==> src/rtl/sti_pkg.sv <==
// Shared constants and helpers for the STI serial-out receiver.
package sti_pkg;

  localparam int unsigned FRAME_W   = 32;
  localparam int unsigned BIT_CNT_W = 6;

  localparam logic [1:0] StIdle  = 2'd0;
  localparam logic [1:0] StRecv  = 2'd1;
  localparam logic [1:0] StCheck = 2'd2;

  localparam logic [1:0] LEN_8  = 2'd0;
  localparam logic [1:0] LEN_16 = 2'd1;
  localparam logic [1:0] LEN_24 = 2'd2;
  localparam logic [1:0] LEN_32 = 2'd3;

  function automatic logic frame_ok(input logic [BIT_CNT_W-1:0] cnt);
    return (cnt == 6'd8) || (cnt == 6'd16) || (cnt == 6'd24) || (cnt == 6'd32);
  endfunction

  function automatic logic [1:0] len_code(input logic [BIT_CNT_W-1:0] cnt);
    case (cnt)
      6'd8:    return LEN_8;
      6'd16:   return LEN_16;
      6'd24:   return LEN_24;
      default: return LEN_32;
    endcase
  endfunction

endpackage

==> src/rtl/sti_rx_fifo.sv <==
// First-word-fall-through FIFO for received {len, data} entries.
module sti_rx_fifo #(
  parameter int unsigned DEPTH = 4,
  parameter int unsigned WIDTH = 34,
  parameter int unsigned AW    = $clog2(DEPTH)
) (
  input  logic             clk,
  input  logic             reset,
  input  logic             push_i,
  input  logic [WIDTH-1:0] wdata_i,
  input  logic             pop_i,
  output logic [WIDTH-1:0] rdata_o,
  output logic             full_o,
  output logic             empty_o
);

  logic [WIDTH-1:0] mem_q [DEPTH];
  logic [WIDTH-1:0] mem_d [DEPTH];
  logic [AW-1:0]    wr_ptr_q, wr_ptr_d, rd_ptr_q, rd_ptr_d;
  logic [AW:0]      cnt_q, cnt_d;
  logic             push_ok, pop_ok;

  assign full_o  = (cnt_q == (AW+1)'(DEPTH));
  assign empty_o = (cnt_q == '0);
  assign rdata_o = mem_q[rd_ptr_q];

  // A pop frees a slot in the same cycle, so a push while full is still taken.
  assign pop_ok  = pop_i & ~empty_o;
  assign push_ok = push_i & (~full_o | pop_ok);

  always_comb begin
    mem_d    = mem_q;
    wr_ptr_d = wr_ptr_q;
    rd_ptr_d = rd_ptr_q;
    cnt_d    = cnt_q;
    if (push_ok) begin
      mem_d[wr_ptr_q] = wdata_i;
      wr_ptr_d        = wr_ptr_q + 1'b1;
    end
    if (pop_ok) begin
      rd_ptr_d = rd_ptr_q + 1'b1;
    end
    unique case ({push_ok, pop_ok})
      2'b10:   cnt_d = cnt_q + 1'b1;
      2'b01:   cnt_d = cnt_q - 1'b1;
      default: cnt_d = cnt_q;
    endcase
  end

  always_ff @(posedge clk or posedge reset) begin
    if (reset) begin
      for (int i = 0; i < int'(DEPTH); i++) begin
        mem_q[i] <= '0;
      end
      wr_ptr_q <= '0;
      rd_ptr_q <= '0;
      cnt_q    <= '0;
    end else begin
      mem_q    <= mem_d;
      wr_ptr_q <= wr_ptr_d;
      rd_ptr_q <= rd_ptr_d;
      cnt_q    <= cnt_d;
    end
  end

endmodule

==> src/rtl/sti_so_receiver.sv <==
// Deserializes so_valid bursts into {len, data} words queued for a valid/ready consumer.
// Define SO_RX_STATS_EN to add the frame_cnt/err_cnt statistics outputs.
module sti_so_receiver
  import sti_pkg::*;
#(
  parameter int unsigned DEPTH = 4
) (
  input  logic               clk,
  input  logic               reset,
  input  logic               so_data,
  input  logic               so_valid,
  input  logic               oem_finish,
  input  logic               out_ready,
  output logic               out_valid,
  output logic [FRAME_W-1:0] out_data,
  output logic [1:0]         out_len,
  output logic               frame_err,
  output logic               ovf,
  output logic               rx_done
`ifdef SO_RX_STATS_EN
  ,
  output logic [7:0]         frame_cnt,
  output logic [7:0]         err_cnt
`endif
);

  localparam int unsigned AW = $clog2(DEPTH);

  logic [1:0]           state_q, state_d;
  logic [FRAME_W-1:0]   shreg_q, shreg_d;
  logic [BIT_CNT_W-1:0] bit_cnt_q, bit_cnt_d;
  logic                 frame_err_q, frame_err_d;
  logic                 ovf_q, ovf_d;
  logic                 pend_fin_q, pend_fin_d;
  logic                 rx_done_q, rx_done_d;

  logic                 push_req, pop, drop, fifo_full, fifo_empty;
  logic [FRAME_W+1:0]   head;

  always_comb begin
    state_d     = state_q;
    shreg_d     = shreg_q;
    bit_cnt_d   = bit_cnt_q;
    frame_err_d = 1'b0;
    push_req    = 1'b0;
    case (state_q)
      StIdle: begin
        if (so_valid) begin
          shreg_d   = {{(FRAME_W-1){1'b0}}, so_data};
          bit_cnt_d = 6'd1;
          state_d   = StRecv;
        end
      end
      StRecv: begin
        if (so_valid) begin
          shreg_d   = {shreg_q[FRAME_W-2:0], so_data};
          bit_cnt_d = (bit_cnt_q == '1) ? bit_cnt_q : bit_cnt_q + 1'b1;
        end else begin
          state_d = StCheck;
        end
      end
      StCheck: begin
        push_req    = frame_ok(bit_cnt_q);
        frame_err_d = ~frame_ok(bit_cnt_q);
        if (so_valid) begin
          shreg_d   = {{(FRAME_W-1){1'b0}}, so_data};
          bit_cnt_d = 6'd1;
          state_d   = StRecv;
        end else begin
          state_d = StIdle;
        end
      end
      default: state_d = StIdle;
    endcase
  end

  assign pop        = out_valid & out_ready;
  assign drop       = push_req & fifo_full & ~pop;
  assign ovf_d      = ovf_q | drop;
  assign pend_fin_d = pend_fin_q | oem_finish;
  assign rx_done_d  = rx_done_q | (pend_fin_q & (state_q == StIdle) & fifo_empty);

  always_ff @(posedge clk or posedge reset) begin
    if (reset) begin
      state_q     <= StIdle;
      shreg_q     <= '0;
      bit_cnt_q   <= '0;
      frame_err_q <= 1'b0;
      ovf_q       <= 1'b0;
      pend_fin_q  <= 1'b0;
      rx_done_q   <= 1'b0;
    end else begin
      state_q     <= state_d;
      shreg_q     <= shreg_d;
      bit_cnt_q   <= bit_cnt_d;
      frame_err_q <= frame_err_d;
      ovf_q       <= ovf_d;
      pend_fin_q  <= pend_fin_d;
      rx_done_q   <= rx_done_d;
    end
  end

  sti_rx_fifo #(
    .DEPTH (DEPTH),
    .WIDTH (FRAME_W + 2),
    .AW    (AW)
  ) u_fifo (
    .clk     (clk),
    .reset   (reset),
    .push_i  (push_req),
    .wdata_i ({len_code(bit_cnt_q), shreg_q}),
    .pop_i   (pop),
    .rdata_o (head),
    .full_o  (fifo_full),
    .empty_o (fifo_empty)
  );

  assign out_valid = ~fifo_empty;
  assign out_data  = head[FRAME_W-1:0];
  assign out_len   = head[FRAME_W+1:FRAME_W];
  assign frame_err = frame_err_q;
  assign ovf       = ovf_q;
  assign rx_done   = rx_done_q;

`ifdef SO_RX_STATS_EN
  logic [7:0] frame_cnt_q, frame_cnt_d, err_cnt_q, err_cnt_d;
  logic [8:0] err_sum;

  // Both error sources can in principle coincide, so the increment is 0..2.
  always_comb begin
    frame_cnt_d = frame_cnt_q;
    if (push_req && !drop && frame_cnt_q != 8'hFF) begin
      frame_cnt_d = frame_cnt_q + 1'b1;
    end
    err_sum   = {1'b0, err_cnt_q} + {8'd0, frame_err_q} + {8'd0, drop};
    err_cnt_d = err_sum[8] ? 8'hFF : err_sum[7:0];
  end

  always_ff @(posedge clk or posedge reset) begin
    if (reset) begin
      frame_cnt_q <= '0;
      err_cnt_q   <= '0;
    end else begin
      frame_cnt_q <= frame_cnt_d;
      err_cnt_q   <= err_cnt_d;
    end
  end

  assign frame_cnt = frame_cnt_q;
  assign err_cnt   = err_cnt_q;
`endif

endmodule

==> config.mk <==
export PLATFORM = sky130hd
export DESIGN_NAME = sti_so_receiver
export DESIGN_NICKNAME = d
export VERILOG_FILES = /design/src/rtl/sti_pkg.sv /design/src/rtl/sti_rx_fifo.sv /design/src/rtl/sti_so_receiver.sv
export SDC_FILE = /design/constraint.sdc
export NUM_CORES = 1
export LEC_CHECK = 0
export CORE_ASPECT_RATIO = 0.8
export CORE_UTILIZATION = 45
export CTS_BUF_LIST = sky130_fd_sc_hd__clkbuf_8 sky130_fd_sc_hd__clkbuf_16
export DETAILED_ROUTE_END_ITERATION = 10
export SLEW_MARGIN = 30
export SYNTH_ARGS = -nofsm -noshare
export SYNTH_HDL_FRONTEND = slang
export SYNTH_SLANG_ARGS = --single-unit
==> constraint.sdc <==
create_clock -name clk -period 8.95 [get_ports clk]
set_clock_uncertainty 0.05 [all_clocks]
set_input_delay 2.685 -clock clk [delete_from_list [all_inputs] [get_ports clk]]
set_output_delay 2.685 -clock clk [all_outputs]
set_load 0.01 [all_outputs]
==> flow_summary.ini <==
[outcome]
status = complete, no violations

[cts]
cts_root_buffer = clkbuf_16
clockBufferDepth = 2
cts-resized-gates = 0
cts.sinks = 187
cts_buffers = 17
cts_tree = yes
post_cts_buffers = 0
ctsHoldBuffers = 0
worstSkewPairLatency_ns = 0.42
htreeDepth = 4
clkTransAtPathRegs_ns = 0.07

[placed_design]
place.detailed.hpwl_um = 8930
numPortBuffers = 43
place_congestion = 0.694
place_area_sq_um = 9100
pre_cts_ws_ns = 3.92

[drt]
drc_errors = 0
vias_per_cell = 5.38
vias = 4333
drt-total-wl_um = 16100
dr.pass1.iters = 4
antenna_left = 0
drt_iter0_markers = 202
wl_per_cell_um = 20.0

[timing]
finalSetupViolations = 0
hold_viol = 0
period_minus_slack_ns = 5.37
worstMarginPinSlew_ns = 0.871
relSlewSlack_pct = 41.9
fin_crit_sh_pct = 60.0
setup_ws_ns = 3.58
slew_viol_final = 0
rsz0062_at_grt = false
max_freq_mhz = 186
tns_ns = 0

[global_routing]
grtUsageTotal_pct = 17.9
grt_pass1_vias = 4716
grt_overflow = 0
grt_pass1_wl_um = 26600
antenna_found_initial = 0
grt_max_degree = 86

[critical_path]
cp.arrival_ns = 2.63
required_ns = 6.22
rr_worst_depth = 4
critPathKind = reg -> out
rrSetupSlack_ns = 6.28
crit_fanout = 25
worstSetupStartpointType = flop
end_kind = primary output

[layout]
flow.area_growth_from_synthesis_pct = 13.8
design_area_sq_um = 9720
drive_gt1_share_pct = 39.2
antenna_cells = 0
final_net_count = 554
fillers = 1499
final_common_cell = dfrtp_1
layout_common_cells = dfrtp_1, mux2_4, clkdlybuf4s50_1

[floorplan]
die_w_um = 156
die_area_sq_um = 19500
coreArea_sq_um = 18300
rows = 44
start_util_pct = 46.6
fp.dieH_um = 125
num_io_pins = 44

[power]
power.density_nw_per_um2 = 212
vdd_drop_max_uv = 120
leakagePower_nw = 4.86

[yosys]
synth_fp_nets = 518
synthCells = 504
synth.distinct_cells = 37
async_reset_ff_share_pct = 100
synth_edf_count = 0
synth_area_leader_cell = dfrtp_1
syn-cell-area_sq_um = 8540
synth.avg_cell_area_sq_um = 16.9
ys_seq_area_share_pct = 54.8
synth_warnings = 0
ys_top_cells_by_area = dfrtp_1, mux2_4, mux4_2, a22o_1, mux2_2
ys_seq_elements = 187
synth.top_cell.area_share_pct = 54.8
yosys_most_used_dff = dfrtp_1

[flow_run]
drv_cap = 0

[hold_path]
min_path_cells = 1
hp-class = reg -> reg
-- sequential cells by signal (all words and copies together) (netlist names) --
signal           count
shreg_q             32
bit_cnt_q            6
pend_fin_q           1
state_q              2
u_fifo.mem_q       136
u_fifo.cnt_q         3
u_fifo.rd_ptr_q      2
frame_err            1
ovf                  1
u_fifo.wr_ptr_q      2
rx_done              1
-- power by group --
group	switching (mW)	leakage, nW	total, mW	internal [mW]
sequential	0.0509	2.57	0.940	0.889
combinational	0.180	1.99	0.339	0.159
clock	0.317	0.297	0.777	0.460
total	0.547	4.86	2.06	1.51
-- Yosys cell counts, types with 2 or more instances --
cell      instances
a22o_1           32
buf_2             9
nor3_1            3
o21ai_0          10
mux2_4          120
ha_1              7
dfrtp_1         187
nor2_1            5
buf_6            13
clkbuf_1          8
xnor2_1           3
mux2_2           17
nand2_1          14
mux2i_1           3
inv_1            11
mux4_2           34
nand3_4           4
nand3_1           2
xor2_1            4
-- stage by stage --
| stage | hold WS [ns] | cells | utilization (%) | power [mW] |
|---|---|---|---|---|
| after global routing | 0.463 | 806 | 53.0 | 2.15 |
| after global placement | 0.401 | 774 | 49.7 | 1.29 |
| after detailed placement | 0.411 | 774 | 49.7 | 1.30 |
| after floorplan | 0.387 | 504 | - | 1.21 |
| final | 0.433 | 806 | 53.0 | 2.06 |
| after CTS | 0.436 | 806 | 53.0 | 2.08 |
-- cell families (layout without fill, tap and decap cells) --
family          Yosys count  after routing  share of synthesized area, %
buf+inv                  42             91                          3.16
mux                     174            174                          32.7
compound gates           46             46                          4.25
simple gates             40             40                          3.15
fa+ha+maj                 8              8                          1.26
xor+xnor                  7              7                         0.718
flops                   187            187                          54.8
-- final timing paths --
kind	from	endpoint
max in group asynchronous	reset	u_fifo.rd_ptr_q[0]$_DFFE_PP0P_
min in group asynchronous	reset	u_fifo.mem_q[53]$_DFFE_PP0P_
hold reg to reg	rx_done$_DFF_PP0_	rx_done$_DFF_PP0_
setup reg to reg	bit_cnt_q[3]$_DFFE_PP0P_	u_fifo.mem_q[43]$_DFFE_PP0P_
setup / recovery	u_fifo.rd_ptr_q[1]$_DFFE_PP0P_	out_data[18]
hold / removal	rx_done$_DFF_PP0_	rx_done$_DFF_PP0_
-- worst max-delay path: stages, from the launching register on --
cell	delay (ns)
dfrtp_2	0.56
buf_4	0.51
mux4_2	0.62
clkdlybuf4s50_1	0.50
-- cell type report --
cell class	count	area (sq um)	area share, %
Clock buffer	20	467	4.80
Sequential cell	187	4680	48.2
Multi-Input combinational cell	275	3590	36.9
Inverter	11	46.3	0.476
Clock inverter	12	146	1.51
Timing Repair Buffer	48	468	4.82
Tap cell	253	317	3.26
-- metal layers --
metal | share of wire, % | track usage, % | vias to the layer above
met5 | 0 | 0 | -
met4 | 1.1 | 4.96 | 0
met3 | 3.1 | 4.23 | 16
met2 | 46 | 26.4 | 58
met1 | 50 | 26.5 | 2339
li1 | - | - | 1920
Power figures use the tool's default switching activity.
